`src/rtl/dmem_port_arbiter_if.sv`:
```
// ============================================================================
//  Module      : dmem_port_arbiter_if
//  Description : Bundles the core MEM-stage port, the host read port and the
//                data-memory port that meet at the data-memory arbiter.
//  Revision    : 1.0 - initial release
// ============================================================================
`default_nettype none

interface dmem_port_arbiter_if #(
  parameter int XLEN   = 32,
  parameter int MEM_AW = 11
);
  // Core (MEM stage) port
  logic              core_req_i;
  logic              core_we_i;
  logic [XLEN-1:0]   core_addr_i;
  logic [XLEN-1:0]   core_wdata_i;
  logic              core_stall_o;
  logic              core_rvalid_o;
  logic [XLEN-1:0]   core_rdata_o;

  // Host / debug read port
  logic              dbg_req_i;
  logic [XLEN-1:0]   dbg_addr_i;
  logic              dbg_gnt_o;
  logic              dbg_rvalid_o;
  logic [XLEN-1:0]   dbg_rdata_o;

  // Data memory port
  logic              mem_en_o;
  logic              mem_we_o;
  logic [MEM_AW-1:0] mem_addr_o;
  logic [XLEN-1:0]   mem_wdata_o;
  logic [XLEN-1:0]   mem_rdata_i;

  // Arbiter side: consumes requests and memory data, drives grants and strobes
  modport slave (
    input  core_req_i, core_we_i, core_addr_i, core_wdata_i,
    output core_stall_o, core_rvalid_o, core_rdata_o,
    input  dbg_req_i, dbg_addr_i,
    output dbg_gnt_o, dbg_rvalid_o, dbg_rdata_o,
    output mem_en_o, mem_we_o, mem_addr_o, mem_wdata_o,
    input  mem_rdata_i
  );

  // Environment side: pipeline, host and memory model
  modport master (
    output core_req_i, core_we_i, core_addr_i, core_wdata_i,
    input  core_stall_o, core_rvalid_o, core_rdata_o,
    output dbg_req_i, dbg_addr_i,
    input  dbg_gnt_o, dbg_rvalid_o, dbg_rdata_o,
    input  mem_en_o, mem_we_o, mem_addr_o, mem_wdata_o,
    output mem_rdata_i
  );
endinterface

`default_nettype wire

```
`src/rtl/dmem_port_arbiter.sv`:
```
// ============================================================================
//  Module      : dmem_port_arbiter
//  Description : Shares a single-port synchronous-read data memory between the
//                core MEM stage and the host read port. The core has priority
//                except when the host has waited STARVE_LIMIT cycles.
//  Revision    : 1.0 - initial release
// ============================================================================
`default_nettype none

module dmem_port_arbiter #(
  parameter int XLEN         = 32,
  parameter int MEM_AW       = 11,
  parameter int STARVE_LIMIT = 4
) (
  input  wire                     clk_i,
  input  wire                     rst_i,
  dmem_port_arbiter_if.slave      bus
);

  localparam int CNT_W = $clog2(STARVE_LIMIT + 1);
  localparam logic [CNT_W-1:0] C_STARVE_MAX = CNT_W'(STARVE_LIMIT);
  localparam logic [CNT_W-1:0] C_CNT_ONE    = CNT_W'(1);

  typedef enum logic [1:0] {
    ST_IDLE    = 2'd0,
    ST_RD_CORE = 2'd1,
    ST_RD_DBG  = 2'd2
  } state_t;

  state_t           r_state;
  state_t           w_state_nxt;
  logic [CNT_W-1:0] r_starve_cnt;

  logic             w_dbg_win;
  logic             w_core_win;

  // Only the word-address bits reach the memory; the rest are dropped on purpose.
  logic w_unused;
  assign w_unused = ^{bus.core_addr_i[XLEN-1:MEM_AW+2], bus.core_addr_i[1:0],
                      bus.dbg_addr_i[XLEN-1:MEM_AW+2],  bus.dbg_addr_i[1:0]};

  // Host wins when the core is quiet or the host has been starved long enough.
  always_comb begin
    w_dbg_win  = 1'b0;
    w_core_win = 1'b0;
    if (r_state == ST_IDLE) begin
      w_dbg_win  = bus.dbg_req_i && (!bus.core_req_i || (r_starve_cnt == C_STARVE_MAX));
      w_core_win = !w_dbg_win && bus.core_req_i;
    end
  end

  // State register; reset also aborts any read in flight.
  always_ff @(posedge clk_i) begin
    if (rst_i) begin
      r_state <= ST_IDLE;
    end else begin
      r_state <= w_state_nxt;
    end
  end

  // Next state and all outputs; everything is forced to 0 while in reset.
  always_comb begin
    w_state_nxt       = r_state;
    bus.core_stall_o  = 1'b0;
    bus.core_rvalid_o = 1'b0;
    bus.core_rdata_o  = '0;
    bus.dbg_gnt_o     = 1'b0;
    bus.dbg_rvalid_o  = 1'b0;
    bus.dbg_rdata_o   = '0;
    bus.mem_en_o      = 1'b0;
    bus.mem_we_o      = 1'b0;
    bus.mem_addr_o    = '0;
    bus.mem_wdata_o   = '0;

    case (r_state)
      ST_IDLE: begin
        if (w_dbg_win) begin
          bus.dbg_gnt_o    = 1'b1;
          bus.mem_en_o     = 1'b1;
          bus.mem_addr_o   = bus.dbg_addr_i[MEM_AW+1:2];
          bus.core_stall_o = bus.core_req_i;
          w_state_nxt      = ST_RD_DBG;
        end else if (w_core_win) begin
          bus.mem_en_o   = 1'b1;
          bus.mem_addr_o = bus.core_addr_i[MEM_AW+1:2];
          if (bus.core_we_i) begin
            bus.mem_we_o    = 1'b1;
            bus.mem_wdata_o = bus.core_wdata_i;
          end else begin
            bus.core_stall_o = 1'b1;
            w_state_nxt      = ST_RD_CORE;
          end
        end
      end
      ST_RD_CORE: begin
        // The core request seen here is the one completing, not a new one.
        bus.core_rvalid_o = 1'b1;
        bus.core_rdata_o  = bus.mem_rdata_i;
        w_state_nxt       = ST_IDLE;
      end
      ST_RD_DBG: begin
        bus.dbg_rvalid_o = 1'b1;
        bus.dbg_rdata_o  = bus.mem_rdata_i;
        bus.core_stall_o = bus.core_req_i;
        w_state_nxt      = ST_IDLE;
      end
      default: begin
        w_state_nxt = ST_IDLE;
      end
    endcase

    if (rst_i) begin
      w_state_nxt       = ST_IDLE;
      bus.core_stall_o  = 1'b0;
      bus.core_rvalid_o = 1'b0;
      bus.core_rdata_o  = '0;
      bus.dbg_gnt_o     = 1'b0;
      bus.dbg_rvalid_o  = 1'b0;
      bus.dbg_rdata_o   = '0;
      bus.mem_en_o      = 1'b0;
      bus.mem_we_o      = 1'b0;
      bus.mem_addr_o    = '0;
      bus.mem_wdata_o   = '0;
    end
  end

  // Count consecutive cycles the host is kept waiting, saturating at the limit.
  always_ff @(posedge clk_i) begin
    if (rst_i || bus.dbg_gnt_o || !bus.dbg_req_i) begin
      r_starve_cnt <= '0;
    end else if (r_starve_cnt != C_STARVE_MAX) begin
      r_starve_cnt <= r_starve_cnt + C_CNT_ONE;
    end
  end

endmodule

`default_nettype wire

```
`src/flat_wrapper.sv`:
```
// flat-port wrapper written by rule: the top's interface ports become plain ports
module dmem_port_arbiter_flat 
#(
  parameter int XLEN         = 32,
  parameter int MEM_AW       = 11,
  parameter int STARVE_LIMIT = 4
)
  (clk_i, rst_i, bus_core_req_i, bus_core_we_i, bus_core_addr_i, bus_core_wdata_i, bus_core_stall_o, bus_core_rvalid_o, bus_core_rdata_o, bus_dbg_req_i, bus_dbg_addr_i, bus_dbg_gnt_o, bus_dbg_rvalid_o, bus_dbg_rdata_o, bus_mem_en_o, bus_mem_we_o, bus_mem_addr_o, bus_mem_wdata_o, bus_mem_rdata_i);
  dmem_port_arbiter_if #(.XLEN(XLEN), .MEM_AW(MEM_AW)) bus_i ();
  input  wire clk_i;
  input  wire rst_i;
  input wire logic [$bits(bus_i.core_req_i)-1:0] bus_core_req_i;
  input wire logic [$bits(bus_i.core_we_i)-1:0] bus_core_we_i;
  input wire logic [$bits(bus_i.core_addr_i)-1:0] bus_core_addr_i;
  input wire logic [$bits(bus_i.core_wdata_i)-1:0] bus_core_wdata_i;
  output wire logic [$bits(bus_i.core_stall_o)-1:0] bus_core_stall_o;
  output wire logic [$bits(bus_i.core_rvalid_o)-1:0] bus_core_rvalid_o;
  output wire logic [$bits(bus_i.core_rdata_o)-1:0] bus_core_rdata_o;
  input wire logic [$bits(bus_i.dbg_req_i)-1:0] bus_dbg_req_i;
  input wire logic [$bits(bus_i.dbg_addr_i)-1:0] bus_dbg_addr_i;
  output wire logic [$bits(bus_i.dbg_gnt_o)-1:0] bus_dbg_gnt_o;
  output wire logic [$bits(bus_i.dbg_rvalid_o)-1:0] bus_dbg_rvalid_o;
  output wire logic [$bits(bus_i.dbg_rdata_o)-1:0] bus_dbg_rdata_o;
  output wire logic [$bits(bus_i.mem_en_o)-1:0] bus_mem_en_o;
  output wire logic [$bits(bus_i.mem_we_o)-1:0] bus_mem_we_o;
  output wire logic [$bits(bus_i.mem_addr_o)-1:0] bus_mem_addr_o;
  output wire logic [$bits(bus_i.mem_wdata_o)-1:0] bus_mem_wdata_o;
  input wire logic [$bits(bus_i.mem_rdata_i)-1:0] bus_mem_rdata_i;
  assign bus_i.core_req_i = bus_core_req_i;
  assign bus_i.core_we_i = bus_core_we_i;
  assign bus_i.core_addr_i = bus_core_addr_i;
  assign bus_i.core_wdata_i = bus_core_wdata_i;
  assign bus_core_stall_o = bus_i.core_stall_o;
  assign bus_core_rvalid_o = bus_i.core_rvalid_o;
  assign bus_core_rdata_o = bus_i.core_rdata_o;
  assign bus_i.dbg_req_i = bus_dbg_req_i;
  assign bus_i.dbg_addr_i = bus_dbg_addr_i;
  assign bus_dbg_gnt_o = bus_i.dbg_gnt_o;
  assign bus_dbg_rvalid_o = bus_i.dbg_rvalid_o;
  assign bus_dbg_rdata_o = bus_i.dbg_rdata_o;
  assign bus_mem_en_o = bus_i.mem_en_o;
  assign bus_mem_we_o = bus_i.mem_we_o;
  assign bus_mem_addr_o = bus_i.mem_addr_o;
  assign bus_mem_wdata_o = bus_i.mem_wdata_o;
  assign bus_i.mem_rdata_i = bus_mem_rdata_i;
  dmem_port_arbiter #(.XLEN(XLEN), .MEM_AW(MEM_AW), .STARVE_LIMIT(STARVE_LIMIT)) u_core (.clk_i(clk_i), .rst_i(rst_i), .bus(bus_i));
endmodule
```
`config.mk`:
```
export PLATFORM = sky130hd
export DESIGN_NAME = dmem_port_arbiter_flat
export DESIGN_NICKNAME = d
export VERILOG_FILES = /design/src/rtl/dmem_port_arbiter_if.sv /design/src/rtl/dmem_port_arbiter.sv /design/src/flat_wrapper.sv
export SDC_FILE = /design/constraint.sdc
export NUM_CORES = 1
export LEC_CHECK = 0
export BUFFER_PORTS_ARGS = -buffer_cell sky130_fd_sc_hd__buf_4
export CAP_MARGIN = 20
export CORE_AREA = 5 5 92 94
export DETAILED_ROUTE_END_ITERATION = 10
export DIE_AREA = 0 0 97 99
export PLACE_DENSITY_LB_ADDON = 0.25
export SLEW_MARGIN = 5
export SYNTH_ARGS = -nofsm -noshare
export SYNTH_HDL_FRONTEND = slang
export SYNTH_SLANG_ARGS = --single-unit
```
`constraint.sdc`:
```
create_clock -name clk_i -period 2.12 [get_ports clk_i]
set_input_delay 0.212 -clock clk_i [delete_from_list [all_inputs] [get_ports clk_i]]
set_output_delay 0.212 -clock clk_i [all_outputs]
set_load 0.01 [all_outputs]
```
### Word-level counts from Yosys, hierarchy flattened

Index checks and enable logic that the tools add are counted.

* bits in registers: 5
* latch bits: 0
* bits in writable memories: 0
* bits in read-only memories: 0
* input bits: 133
* output and inout bits: 113
* memories kept: 0

* $add $sub $neg: 1
* multipliers: 0
* divide/modulo/power cells: 0
* $lt $le $gt $ge: 0
* equal/unequal tests: 5
* shifts and indexed selects: 0
* multiplexer cells: 39
* bitwise gates (word level): 2
* reductions and logical operators: 14

Operators with widths (number)
* $mux W32: 9
* $mux W11: 4
* $mux W1: 22
* $mux W2: 3
* $reduce_and A2 Y1: 2
* $add A3 B1 Y3 const B: 1
* $eq A3 B3 Y1 const B: 1
* $logic_not A1 Y1: 3
* $logic_or A1 B1 Y1: 3
* $ne A3 B3 Y1 const B: 1
* $reduce_or A3 Y1: 1
* $eq A2 B1 Y1 const B: 1
* $eq A2 B2 Y1 const B: 1
* $logic_and A1 B1 Y1: 2
* $logic_not A2 Y1: 1
* $ne A2 B1 Y1 const B: 1
* $not A1 Y1: 2
* $pmux W1 S2: 1
* $reduce_bool A2 Y1: 1
* $reduce_or A2 Y1: 1

### Longest topological paths before layout

Gate-level depths: netlist of the first run.

* word-level depth: 10
* depth in mapped cells: 6
* gate-level depth less buffers: 5

### Worst setup path after synthesis of the first run

OpenSTA, ideal clock, no wires.

* path type: reg-to-output
* start: reg u_core.r_starve_cnt[0]
* end: out bus_mem_wdata_o[11]
* arrival: 1.575 ns
* required time: 1.908 ns
* path slack: 0.333 ns
* cell stages (with the launch flop): 7
* buffers on the path: 1
* path through: dfxtp_1 -> inv_1 -> ha_1 -> and3_1 -> nor4b_4 -> buf_6 -> and2_1

* cells in the longest elaborated chain, start to end: 10

RTL lines
* from (decl): RTL line dmem_port_arbiter.sv:32 `logic [CNT_W-1:0] r_starve_cnt;`
* from (signal assigned): RTL line dmem_port_arbiter.sv:132 `r_starve_cnt <= r_starve_cnt + C_CNT_ONE;`
* $eq A3 B3 Y1 *: RTL line dmem_port_arbiter.sv:47 `w_dbg_win = bus.dbg_req_i && (!bus.core_req_i || (r_starve_cnt == C_STARVE_MAX));`
* $logic_or A1 B1 Y1 *: RTL line dmem_port_arbiter.sv:47
* $logic_and A1 B1 Y1 *: RTL line dmem_port_arbiter.sv:47
* $logic_not A1 Y1: RTL line dmem_port_arbiter.sv:48 `w_core_win = !w_dbg_win && bus.core_req_i;`
* $logic_and A1 B1 Y1: RTL line dmem_port_arbiter.sv:48
* $mux W1: RTL line dmem_port_arbiter.sv:46 `if (r_state == ST_IDLE) begin`
* $mux W32: RTL line dmem_port_arbiter.sv:83 `end else if (w_core_win) begin`
* $mux W32 *: RTL line dmem_port_arbiter.sv:77 `if (w_dbg_win) begin`
* $mux W32 *: RTL line dmem_port_arbiter.sv:75 `case (r_state)`
* $mux W32 *: RTL line dmem_port_arbiter.sv:112 `if (rst_i) begin`
* to (decl): RTL line flat_wrapper.sv:27 `output wire logic [$bits(bus_i.mem_wdata_o)-1:0] bus_mem_wdata_o;`

Mark *: on every way between the ends. The rest lies on a longest branch, timed or not.

### Worst setup path in the final report of the first run

* start: reg u_core.r_starve_cnt[0]
* end: out bus_mem_wdata_o[10]

The elaborated chain is that of the path after synthesis.

==> results.rst, run 1 <==
.. list-table::
   :header-rows: 1

   * - Metric
     - Value
   * - Result of the run
     - complete, no violations
   * - Share of the yosys chip area belonging to registers
     - 7.91%
   * - Register cell area after layout
     - just over 100 µm²
   * - Critical register-to-register path endpoint
     - u_core.r_starve_cnt[2]
   * - Source of the worst register-to-register timing path
     - u_core.r_state[1]
   * - Root buf cell
     - clkbuf_8
   * - CTS buffer count
     - 3
   * - Number of storage elements in the synthesis netlist
     - 5
   * - Final setup viols
     - 0
   * - Number of H-tree levels
     - 1
   * - Filler Cell Count
     - between 800 and 900
   * - Wire length per cell
     - about 15 µm
   * - Violation count after the first detailed-route iteration
     - 37
   * - Remaining antenna violation count after routing
     - 0
   * - Power density normalized to cell area
     - between 200 and 250 nW/µm²
   * - Number of enable flip-flop cells after synthesis
     - 0
   * - Initial core utilization
     - approximately 17%
   * - Placement Rows
     - 32
   * - Hold Vio Cnt, Final
     - 0
   * - RSZ-0062 raised after global routing
     - false
   * - DIE WIDTH
     - a little under 100 µm
   * - Start point of the critical path
     - u_core.r_starve_cnt[0]
   * - Worst Setup EP
     - bus_mem_wdata_o[10]
   * - Area leader, netlist
     - and2_1
   * - Total leakage power
     - approximately 1.7 nW
   * - Cts hold-fix bufs
     - 0
   * - Core area
     - about 7600 µm²
   * - Worst max-slew margin expressed relative to the limit
     - 79.2%
   * - Die outline height
     - ~100 µm
   * - Number of cells on the worst reg-to-reg path
     - 4
   * - Synth Cell Area
     - between 1000 and 1500 µm²
   * - Average via count per standard cell
     - about 4.2
   * - Via Count
     - about 2100
   * - Number of nets in the synthesized netlist
     - about 340
   * - Placed wire-length estimate
     - between 5 and 6 mm
   * - Final antenna diode count
     - 0
   * - Share of Yosys cell area claimed by the top area cell type
     - a little under two fifths
   * - Total Neg Setup Slack
     - 0 ns
   * - Fin crit period
     - ~2.0 ns
   * - IR Drop Worst-Case VDD
     - 0.000202 V
   * - Most used DFF post-synth
     - dfxtp_1
   * - Count of buffers inserted at the top-level ports
     - approximately 200
   * - Worst Setup End Kind
     - output port
   * - Area of the multi-input gates
     - approximately 1100 µm²
   * - Boundary Pins
     - 246
   * - Total global routing track utilization
     - approximately an eighth
   * - First-pass GRT wire length
     - between 10 and 15 mm
   * - Setup slack of the most critical reg-to-reg path
     - roughly 0.62 ns
   * - Clock slew at reported path FFs
     - 0.04 ns
   * - Type of the worst setup path
     - reg -> out
   * - Maximum fanout along the worst path
     - 8
   * - Final RePlAce weighted congestion
     - about 0.84
   * - Clock sink count
     - 5
   * - YS warnings
     - 0
   * - Routed wire length
     - 7.31 mm
   * - Data required time at the worst endpoint
     - approximately 1.9 ns
   * - CP Data Arrival Time
     - 1.84 ns
   * - Cell count after synthesis
     - 200
   * - Measured slew at the worst slew-check pin
     - roughly 0.30 ns
   * - Number of distinct library cell variants in the gate-level netlist after synthesis
     - 27
   * - GRT Residual Overflow
     - 0
   * - Area added between synthesis and finish
     - 139%
   * - Skew final
     - 0.00328 ns
   * - Post-placement worst setup slack
     - approximately 0.27 ns
   * - Mapped Avg Cell Area
     - 6.33 µm²
   * - Number of antenna violations at the first check in global routing
     - 0
   * - Fraction of registers with async set or reset after synthesis
     - 0%
   * - Period utilization
     - ~97%
   * - Highest attainable clock frequency
     - 488 MHz
   * - Share of post-route cells with drive strength above 1
     - ~57%
   * - Pins over their slew limit
     - 0
   * - Detailed Routing Iterations Pass 1
     - 5
   * - Startpoint type of the worst setup path
     - flip-flop
   * - Deepest clock path buffer count
     - 2
   * - Vias in the first global route
     - between 2000 and 2500
   * - Worst skew pair latency
     - around 0.22 ns
   * - Number of maximum-capacitance violations
     - 0
   * - Clock tree from TritonCTS
     - yes
   * - Largest net degree at the start of global routing
     - 37
   * - Leading cell types by count after synthesis
     - and2_1 (75), and3_1 (33), nand2_1 (25)
   * - # DRC
     - 0
   * - Top area cells in the synthesized netlist
     - and2_1 (37%), and3_1 (16%), dfxtp_1 (7.9%)
   * - Number of nets in the layout
     - 536
   * - Die area
     - roughly 9600 µm²
   * - Min-Delay Path Class
     - in -> reg
   * - Worst path setup slack after routing
     - slightly above 0.07 ns
   * - Leading cell type by number of instances after synthesis
     - and2_1
[cell families (layout without fill, tap and decap cells)]
logic type      count (synthesis)  count (layout)  synth area share [%]
mux                             1               1                 0.889
fa+ha+maj                       2               2                  1.98
flops                           5               5                  7.91
compound gates                 19              19                  10.4
simple gates                  150             150                  69.5
buf+inv                        23             223                  9.39
[cells in the final DEF (no fill, tap or decap), types with 2 or more instances in the layout]
cell type | synthesis | routed
dfxtp_1 | 5 | 3
inv_2 | 0 | 2
dfxtp_2 | 0 | 2
and3_1 | 33 | 32
buf_4 | 0 | 212
o22ai_1 | 11 | 11
and2_1 | 75 | 75
clkbuf_8 | 0 | 3
nor3_1 | 4 | 4
nor2_1 | 5 | 5
clkbuf_16 | 0 | 2
nand2b_1 | 3 | 3
nand2_1 | 25 | 25
[flip-flops by register name, summed over array words and instances (netlist names)]
name / cells
u_core.r_starve_cnt: 3
u_core.r_state: 2
[layout make-up]
| class | count | share of cell area, % |
|---|---|---|
| tap | 102 | 4.21 |
| timing repair buffer | 216 | 55.2 |
| inverter | 3 | 0.372 |
| clock buffer | 4 | 1.49 |
| multi-input combinational | 172 | 35.3 |
| sequential | 5 | 3.39 |
[how the worst min path moves through the flow]
stage	from	end	cells past startpoint
6_report	bus_core_we_i	u_core.r_state[0]	2
5_1_grt	bus_core_we_i	u_core.r_state[0]	2
4_1_cts	bus_core_we_i	u_core.r_state[0]	2
3_5_place_dp	bus_core_we_i	u_core.r_state[0]	2
3_3_place_gp	bus_core_we_i	u_core.r_state[0]	2
2_1_floorplan	bus_core_we_i	u_core.r_state[0]	1
[critical path: stages (launching register included)]
cell       delay (ns)
dfxtp_2          0.32
inv_2            0.05
ha_4             0.15
and3_4           0.17
nor4b_4          0.32
buf_4            0.21
clkbuf_16        0.14
and2_1           0.13
buf_4            0.12
[power by group]
| group | switching (W) | total, W | internal (W) |
|---|---|---|---|
| logic | 0.000157 | 0.000393 | 0.000235 |
| registers | 0.00000257 | 0.000101 | 0.0000979 |
| clock network | 0.0000495 | 0.000179 | 0.000129 |
[layer usage]
metal,wire length (µm),global-route usage (%),part of all wire [%]
met5,0,0,0
met4,93,1.51,1.3
met3,476,5.10,6.5
met2,3940,25.1,54
met1,2800,14.4,38
[repair_timing]
item                                    in CTS  in global routing
buffers inserted                             0                  3
hold endpoints to repair                     0                  0
endpoints found under the setup margin       0                 32
resized for setup                            0                  7
[stage by stage]
stage / instances / utilization [%] / area [µm²] / hold slack (ns) / total power (W)
2_1_floorplan: 200 / - / 1270 / 0.288 / 0.000248
3_3_place_gp: 492 / 38.1 / 2880 / 0.400 / 0.000478
3_5_place_dp: 492 / 38.1 / 2880 / 0.404 / 0.000481
4_1_cts: 496 / 38.7 / 2930 / 0.175 / 0.000663
5_1_grt: 502 / 40.0 / 3030 / 0.182 / 0.000720
6_report: 502 / 40.0 / 3030 / 0.173 / 0.000672
No activity file was read; power rests on OpenSTA's default activity.
==> run 2, diff against run 1 <==
- ABC_AREA: not set -> 1
- BUFFER_PORTS_ARGS: -buffer_cell sky130_fd_sc_hd__buf_4 -> -buffer_cell sky130_fd_sc_hd__buf_2
==> run 2 against run 1 <==
  * Final area decreased by 20%
  * Routed wire length decreased by 15%
  * Critical path depth increased by 1
  * Maximum frequency increased by 4.5%
  * Clock power decreased by 3%
  * Sequential share of layout area increased by 0.76 points
  * Area after synthesis increased by 0.20%
  * Global-route usage decreased by 1.9 points
  * Via count increased by 7.3%
  * Cell count increased by 12%
  * Power decreased by 12%
  * Register-to-register slack improved by 0.28 ns
==> results.rst, run 2 <==
.. list-table::
   :header-rows: 1

   * - Metric
     - Value
   * - Cell count after synthesis
     - 265 (+33%)
   * - Number of storage elements in the synthesis netlist
     - 5 (unchanged)
   * - Pins over their slew limit
     - 0 (unchanged)
   * - Total global routing track utilization
     - 11.4% (-1.9 points)
   * - Period utilization
     - 92.5% (-4.1 points)
   * - Register name with the most flops
     - u_core.r_starve_cnt
   * - Startpoint type of the worst setup path
     - flip-flop
   * - Result of the run
     - complete, no violations
   * - Post-CTS setup buffers
     - 0 (unchanged)
   * - Source of the worst register-to-register timing path
     - u_core.r_starve_cnt[0]
   * - Die area
     - 9600 µm² (unchanged)
   * - Share of Yosys cell area claimed by the top area cell type
     - 22.5% (-15 points)
   * - Clock sink count
     - 5 (unchanged)
   * - Clock slew at reported path FFs
     - 0.04 ns (about the same)
   * - Share of post-route cells with drive strength above 1
     - 50.3% (-7.2 points)
   * - Number of antenna violations at the first check in global routing
     - 1 (+1)
   * - Largest net degree at the start of global routing
     - 34 (-8.1%)
   * - Leading cell types by count after synthesis
     - nor2_1 (76), nand2_1 (64), inv_1 (41)
   * - Clock tree from TritonCTS
     - yes
   * - Total Neg Setup Slack
     - 0 ns (unchanged)
   * - Most common cell after layout, fill and taps aside
     - buf_2
   * - Synth Cell Area
     - 1270 µm² (+0.20%)
   * - CP Data Arrival Time
     - 1.75 ns (-0.09 ns)
   * - Hold Vio Cnt, Final
     - 0 (unchanged)
   * - Mapped Avg Cell Area
     - 4.79 µm² (-24%)
   * - Worst Setup End Kind
     - output port
   * - Skew final
     - 0.00333 ns (+0.0000474 ns)
   * - CTS buffer count
     - 3 (unchanged)
   * - Deepest clock path buffer count
     - 2 (unchanged)
   * - Min-Delay Path Class
     - in -> reg
   * - Number of distinct library cell variants in the gate-level netlist after synthesis
     - 21 (-22%)
   * - Highest attainable clock frequency
     - 510 MHz (+4.5%)
   * - Hold Path Sink
     - u_core.r_state[0]
   * - Register cell area after layout
     - 100 µm² (-2.4%)
   * - Core area
     - 7570 µm² (unchanged)
   * - Area of the multi-input gates
     - 918 µm² (-14%)
   * - Number of nets in the synthesized netlist
     - 400 (+19%)
   * - Fin crit period
     - 1.96 ns (-0.0875 ns)
   * - Post-placement worst setup slack
     - 0.322 ns (+0.0556 ns)
   * - Number of cells on the worst reg-to-reg path
     - 7 (+3)
   * - Top area cells in the synthesized netlist
     - nor2_1 (22%), nand2_1 (19%), inv_1 (12%)
   * - Placement Rows
     - 32 (unchanged)
   * - Setup slack of the most critical reg-to-reg path
     - 0.90 ns (+0.28 ns)
   * - Detailed Routing Iterations Pass 1
     - 4 (-1)
   * - Filler Cell Count
     - 875 (+7.1%)
   * - Data required time at the worst endpoint
     - 1.91 ns (about the same)
   * - Average via count per standard cell
     - 4.02 (-4.0%)
   * - Maximum fanout along the worst path
     - 29 (+21)
   * - Final setup viols
     - 0 (unchanged)
   * - Share of the yosys chip area belonging to registers
     - 7.89% (-0.016 points)
   * - Type of the worst setup path
     - reg -> out
   * - Boundary Pins
     - 246 (unchanged)
   * - DIE WIDTH
     - 97 µm (unchanged)
   * - Number of maximum-capacitance violations
     - 0 (unchanged)
   * - Final RePlAce weighted congestion
     - 0.788 (-6.4%)
   * - # DRC
     - 0 (unchanged)
   * - YS warnings
     - 0 (unchanged)
   * - RSZ-0062 raised after global routing
     - false
   * - Routed wire length
     - 6.23 mm (-15%)
   * - M2 GR Usage
     - 21.5% (-3.5 points)
   * - Number of nets in the layout
     - 595 (+11%)
   * - Count of buffers inserted at the top-level ports
     - 203 (unchanged)
   * - Leading cell type by number of instances after synthesis
     - nor2_1
   * - Wire length per cell
     - 11.1 µm (-24%)
   * - Flip-flop count of the largest register after layout
     - 3 (unchanged)
   * - First-pass GRT wire length
     - 9.44 mm (-10%)
   * - GRT Residual Overflow
     - 0 (unchanged)
   * - Area added between synthesis and finish
     - 90.2%
   * - Violation count after the first detailed-route iteration
     - 48 (+30%)
   * - Fraction of met3 tracks used by global routing
     - 4.67% (-0.42 points)
   * - Initial core utilization
     - 16.8% (+0.033 points)
   * - Critical register-to-register path endpoint
     - u_core.r_starve_cnt[1]
   * - Cell depth of the worst min-delay path
     - 4 (+2)
   * - Worst max-slew margin expressed relative to the limit
     - 67.2% (-12 points)
   * - Start point of the critical path
     - u_core.r_starve_cnt[0]
   * - Final antenna diode count
     - 0 (unchanged)
   * - Via Count
     - 2258 (+7.3%)
   * - IR Drop Worst-Case VDD
     - 0.000137 V (-32%)
   * - Worst path setup slack after routing
     - 0.160 ns (+0.0875 ns)
   * - Placed wire-length estimate
     - 5.43 mm (-5.5%)
   * - Met1 global-route usage
     - 12.0% (-2.4 points)
   * - Commonest cells after routing, fill and taps aside
     - buf_2 (203), nor2_1 (76), nand2_1 (64), inv_1 (41), nor3_1 (17)
   * - Most crowded layer after global routing
     - met2
   * - Cts hold-fix bufs
     - 0 (unchanged)
   * - Number of gates resized after CTS
     - 0 (unchanged)
   * - Total leakage power
     - 1.72 nW (-1.8%)
   * - Number of H-tree levels
     - 1 (unchanged)
   * - Root buf cell
     - clkbuf_8
   * - Fraction of registers with async set or reset after synthesis
     - 0% (unchanged)
   * - Min-Delay Startpoint
     - rst_i
   * - Measured slew at the worst slew-check pin
     - 0.492 ns (+0.188 ns)
   * - Worst skew pair latency
     - 0.22 ns (about the same)
   * - Power density normalized to cell area
     - 245 nW/µm² (+11%)
   * - Number of enable flip-flop cells after synthesis
     - 0 (unchanged)
   * - Die outline height
     - 99 µm (unchanged)
   * - Vias in the first global route
     - 2021 (-2.3%)
   * - Remaining antenna violation count after routing
     - 0 (unchanged)
   * - Area leader, netlist
     - nor2_1
   * - Top Registers
     - u_core.r_starve_cnt x3, u_core.r_state x2
   * - Most used DFF post-synth
     - dfxtp_1
-- run 2: how the worst max path moves through the flow --
| stage | endpoint | slack [ns] |
|---|---|---|
| floorplan | bus_mem_wdata_o[10] | 0.60 |
| finish | bus_mem_wdata_o[10] | 0.16 |
| CTS | bus_mem_addr_o[0] | 0.09 |
| global placement | bus_mem_addr_o[0] | 0.39 |
| global route | bus_mem_wdata_o[2] | 0.005 |
| detailed placement | bus_mem_addr_o[0] | 0.32 |
-- run 2: cell type report --
class	instances	area share [%]
Multi-Input combinational cell	198	38.1
Timing Repair Buffer	209	44.0
Inverter	43	6.69
Tap cell	102	5.29
Sequential cell	5	4.15
Clock buffer	4	1.87
-- run 2: critical path, cell delays in order (launching register included) --
cell and delay [ns]:
dfxtp_1 0.32, inv_1 0.06, ha_1 0.20, nand2_2 0.11, nand2_1 0.09, nand2_2 0.12
nand2_2 0.06, buf_4 0.23, nor3_2 0.18, buf_2 0.16
-- run 2: cell families (layout without fill, tap and decap cells) --
logic type                 after synthesis  in the layout  synth area share [%]
xor gates and xnor gates                 2              2                  1.38
AOI/OAI and AO/OA                        3              3                  1.18
buffers and inverters                   62            256                  20.9
and+or+nand+nor                        191            191                  66.7
DFF                                      5              5                  7.89
adders and majority gates                2              2                  1.97
-- run 2: report_power, final --
part	switching, W	internal, W
sequential	0.00000273	0.0000982
combinational	0.000181	0.000135
clock	0.0000454	0.000129
-- run 2: per-stage QoR --
step / utilization (%) / hold slack [ns] / instance area, µm² / instances / total power, W
after global placement: 31.1 / 0.514 / 2350 / 557 / 0.000418
after CTS: 31.7 / 0.292 / 2400 / 561 / 0.000597
after detailed placement: 31.1 / 0.521 / 2350 / 557 / 0.000421
after global routing: 31.9 / 0.326 / 2410 / 561 / 0.000642
after floorplan: - / 0.373 / 1270 / 265 / 0.000271
final: 31.9 / 0.287 / 2410 / 561 / 0.000592
-- run 2: routing by layer --
| metal | up-vias | wire length [µm] |
|---|---|---|
| met5 | - | 7 |
| met4 | 2 | 35 |
| met3 | 6 | 893 |
| met2 | 146 | 3040 |
| met1 | 932 | 2260 |
| li1 | 1172 | - |
==> run 3, diff against run 2 <==
- CORE_AREA: 5 5 92 94 -> 5 5 93 95
- DIE_AREA: 0 0 97 99 -> 0 0 98 100
- SKIP_LAST_GASP: not set -> 1
- clock period: 2.12 -> 1.75 ns (I/O delays scaled with it)
==> run 3 against run 2 <==
  * The run now ends with negative setup slack left
  * Sequential share of layout area is 0.54 points lower
  * Critical path depth is 1 higher
  * Die area is 2.1% higher
  * Non-clock buffer count is 20 higher
  * Highest routed layer is now met4
  * Sequential power is 22% higher
==> results.rst, run 3 (synthesis gave the netlist of run 2 again) <==
.. list-table::
   :header-rows: 1

   * - Metric
     - Value
   * - Number of antenna violations at the first check in global routing
     - 0 (-1)
   * - Wire length per cell
     - 11.4 µm (+2.3%)
   * - Via Count
     - 2328 (+3.1%)
   * - Hold Vio Cnt, Final
     - 0 (unchanged)
   * - IR Drop Worst-Case VDD
     - 0.000196 V (+43%)
   * - Final RePlAce weighted congestion
     - 0.869 (+10%)
   * - Register name with the most flops
     - u_core.r_starve_cnt
   * - Die area
     - 9800 µm² (+2.1%)
   * - Boundary Pins
     - 246 (unchanged)
   * - DIE WIDTH
     - 98 µm (+1.0%)
   * - Type of the worst setup path
     - reg -> out
   * - Filler Cell Count
     - 824 (-5.8%)
   * - Fin crit period
     - around 1.8 ns
   * - Initial core utilization
     - 16.6% (-0.18 points)
   * - Worst hold margin
     - 0.249 ns (-0.0378 ns)
   * - Die outline height
     - 100 µm (+1.0%)
   * - Failing checks
     - negative setup slack
   * - RSZ-0062 raised after global routing
     - true
   * - Skew final
     - 0.000757 ns (-0.00257 ns)
   * - Flip-flop count of the largest register after layout
     - 3 (unchanged)
   * - Clock slew at reported path FFs
     - 0.03 ns (about the same)
   * - Core area
     - 7650 µm² (+1.1%)
   * - Violation count after the first detailed-route iteration
     - 33 (-31%)
   * - Final antenna diode count
     - 0 (unchanged)
   * - Measured slew at the worst slew-check pin
     - 0.492 ns (+0.0000525 ns)
   * - CTS buffer count
     - 3 (unchanged)
   * - GRT Residual Overflow
     - 0 (unchanged)
   * - Commonest cells after routing, fill and taps aside
     - buf_2 (200), nor2_1 (76), nand2_1 (53), inv_1 (38), nor3_2 (23)
   * - Post-placement worst setup slack
     - 0.115 ns (-0.207 ns)
   * - Routed wire length
     - 6.60 mm (+5.9%)
   * - Setup slack of the most critical reg-to-reg path
     - 0.13 ns (-0.77 ns)
   * - Remaining antenna violation count after routing
     - 0 (unchanged)
   * - Share of post-route cells with drive strength above 1
     - 59.1% (+8.8 points)
   * - Number of H-tree levels
     - 1 (unchanged)
   * - Cts hold-fix bufs
     - 0 (unchanged)
   * - Average via count per standard cell
     - 4.01 (-0.45%)
   * - Min-Delay Path Class
     - in -> reg
   * - Worst skew pair latency
     - 0.22 ns (about the same)
   * - Power density normalized to cell area
     - 290 nW/µm² (+18%)
   * - Clock tree from TritonCTS
     - yes
   * - Placement Rows
     - 32 (unchanged)
   * - Vias in the first global route
     - 2261 (+12%)
   * - Clock sink count
     - 5 (unchanged)
   * - # DRC
     - 0 (unchanged)
   * - Maximum fanout along the worst path
     - 10 (-66%)
   * - First-pass GRT wire length
     - 10.1 mm (+7.5%)
   * - Number of maximum-capacitance violations
     - 0 (unchanged)
   * - CP Data Arrival Time
     - 1.58 ns (-0.17 ns)
   * - Total global routing track utilization
     - 12.3% (+0.91 points)
   * - Placed wire-length estimate
     - 5.24 mm (-3.5%)
   * - Number of nets in the layout
     - 615 (+3.4%)
   * - Total leakage power
     - 1.89 nW (+9.8%)
   * - Startpoint type of the worst setup path
     - flip-flop
   * - Worst Setup End Kind
     - output port
   * - Data required time at the worst endpoint
     - 1.57 ns (-0.34 ns)
   * - Final setup viols
     - 1 (+1)
   * - Highest attainable clock frequency
     - 570 MHz
   * - Worst path setup slack after routing
     - -0.00557 ns (-0.165 ns)
   * - Count of buffers inserted at the top-level ports
     - 203 (unchanged)
   * - Result of the run
     - finished, violations left
   * - Deepest clock path buffer count
     - 2 (unchanged)
   * - Detailed Routing Iterations Pass 1
     - 4 (unchanged)
   * - Top Registers
     - u_core.r_starve_cnt x3, u_core.r_state x2
   * - Root buf cell
     - clkbuf_8
   * - Area added between synthesis and finish
     - 124%
   * - Most common cell after layout, fill and taps aside
     - buf_2
   * - Worst max-slew margin expressed relative to the limit
     - 67.2% (about the same)
   * - Pins over their slew limit
     - 0 (unchanged)
   * - Period utilization
     - 100%
   * - Largest net degree at the start of global routing
     - 34 (unchanged)
-- run 3: what timing repair did --
action,CTS,global route
setup buffers,13,2
resized for setup,18,41
pin swaps,6,12
endpoints found under the setup margin,29,46
gates cloned,2,1
-- run 3: worst max-delay path: stages (launching register included) --
cell     delay, ns
dfxtp_2       0.34
inv_2         0.06
ha_4          0.16
nand2_4       0.06
nand2_4       0.05
nand2_4       0.07
buf_6         0.11
nand2_8       0.07
buf_12        0.16
nor3_1        0.12
buf_2         0.16
-- run 3: worst paths after layout --
| kind | endpoint | depth (start not counted) | start |
|---|---|---|---|
| min reg2reg | u_core.r_state[0] | 3 | u_core.r_state[0] |
| max | bus_mem_wdata_o[3] | 10 | u_core.r_starve_cnt[1] |
| min | u_core.r_state[0] | 4 | rst_i |
| max reg2reg | u_core.r_starve_cnt[1] | 12 | u_core.r_starve_cnt[1] |
-- run 3: stage by stage --
step / util, % / cell area, µm² / total power (W) / TNS, ns / instances
after CTS: 35.0 / 2680 / 0.000793 / -0.251 / 579
after detailed placement: 31.6 / 2410 / 0.000526 / 0 / 560
after global routing: 37.2 / 2840 / 0.000897 / -2.58 / 581
after floorplan: - / 1270 / 0.000328 / 0 / 265
final: 37.2 / 2840 / 0.000824 / -0.00557 / 581
after global placement: 31.6 / 2410 / 0.000522 / 0 / 560
-- run 3: routing by layer --
layer | wire [µm] | global-route usage [%] | vias to the layer above
met3 | 861 | 3.89 | 4
met1 | 2390 | 12.7 | 974
met4 | 77 | 4.26 | 0
met5 | 0 | 0 | -
met2 | 3280 | 23.3 | 138
li1 | - | - | 1212
-- run 3: power breakdown --
| group | internal (W) | leakage, nW | total [W] | switching, W |
|---|---|---|---|---|
| registers | 0.000119 | 0.0416 | 0.000123 | 0.00000380 |
| logic | 0.000227 | 1.82 | 0.000486 | 0.000260 |
| clock network | 0.000156 | 0.0228 | 0.000214 | 0.0000579 |
| total | 0.000502 | 1.89 | 0.000824 | 0.000321 |
-- run 3: area by class of cell --
cell class              instances  area [µm²]  share of cell area [%]
multi-input cells             198        1080                    38.0
inverters                      43         161                    5.68
clock buffers                   4        45.0                    1.58
repair buffers                229        1330                    46.7
flip-flops and latches          5         103                    3.61
well taps                     102         128                    4.49
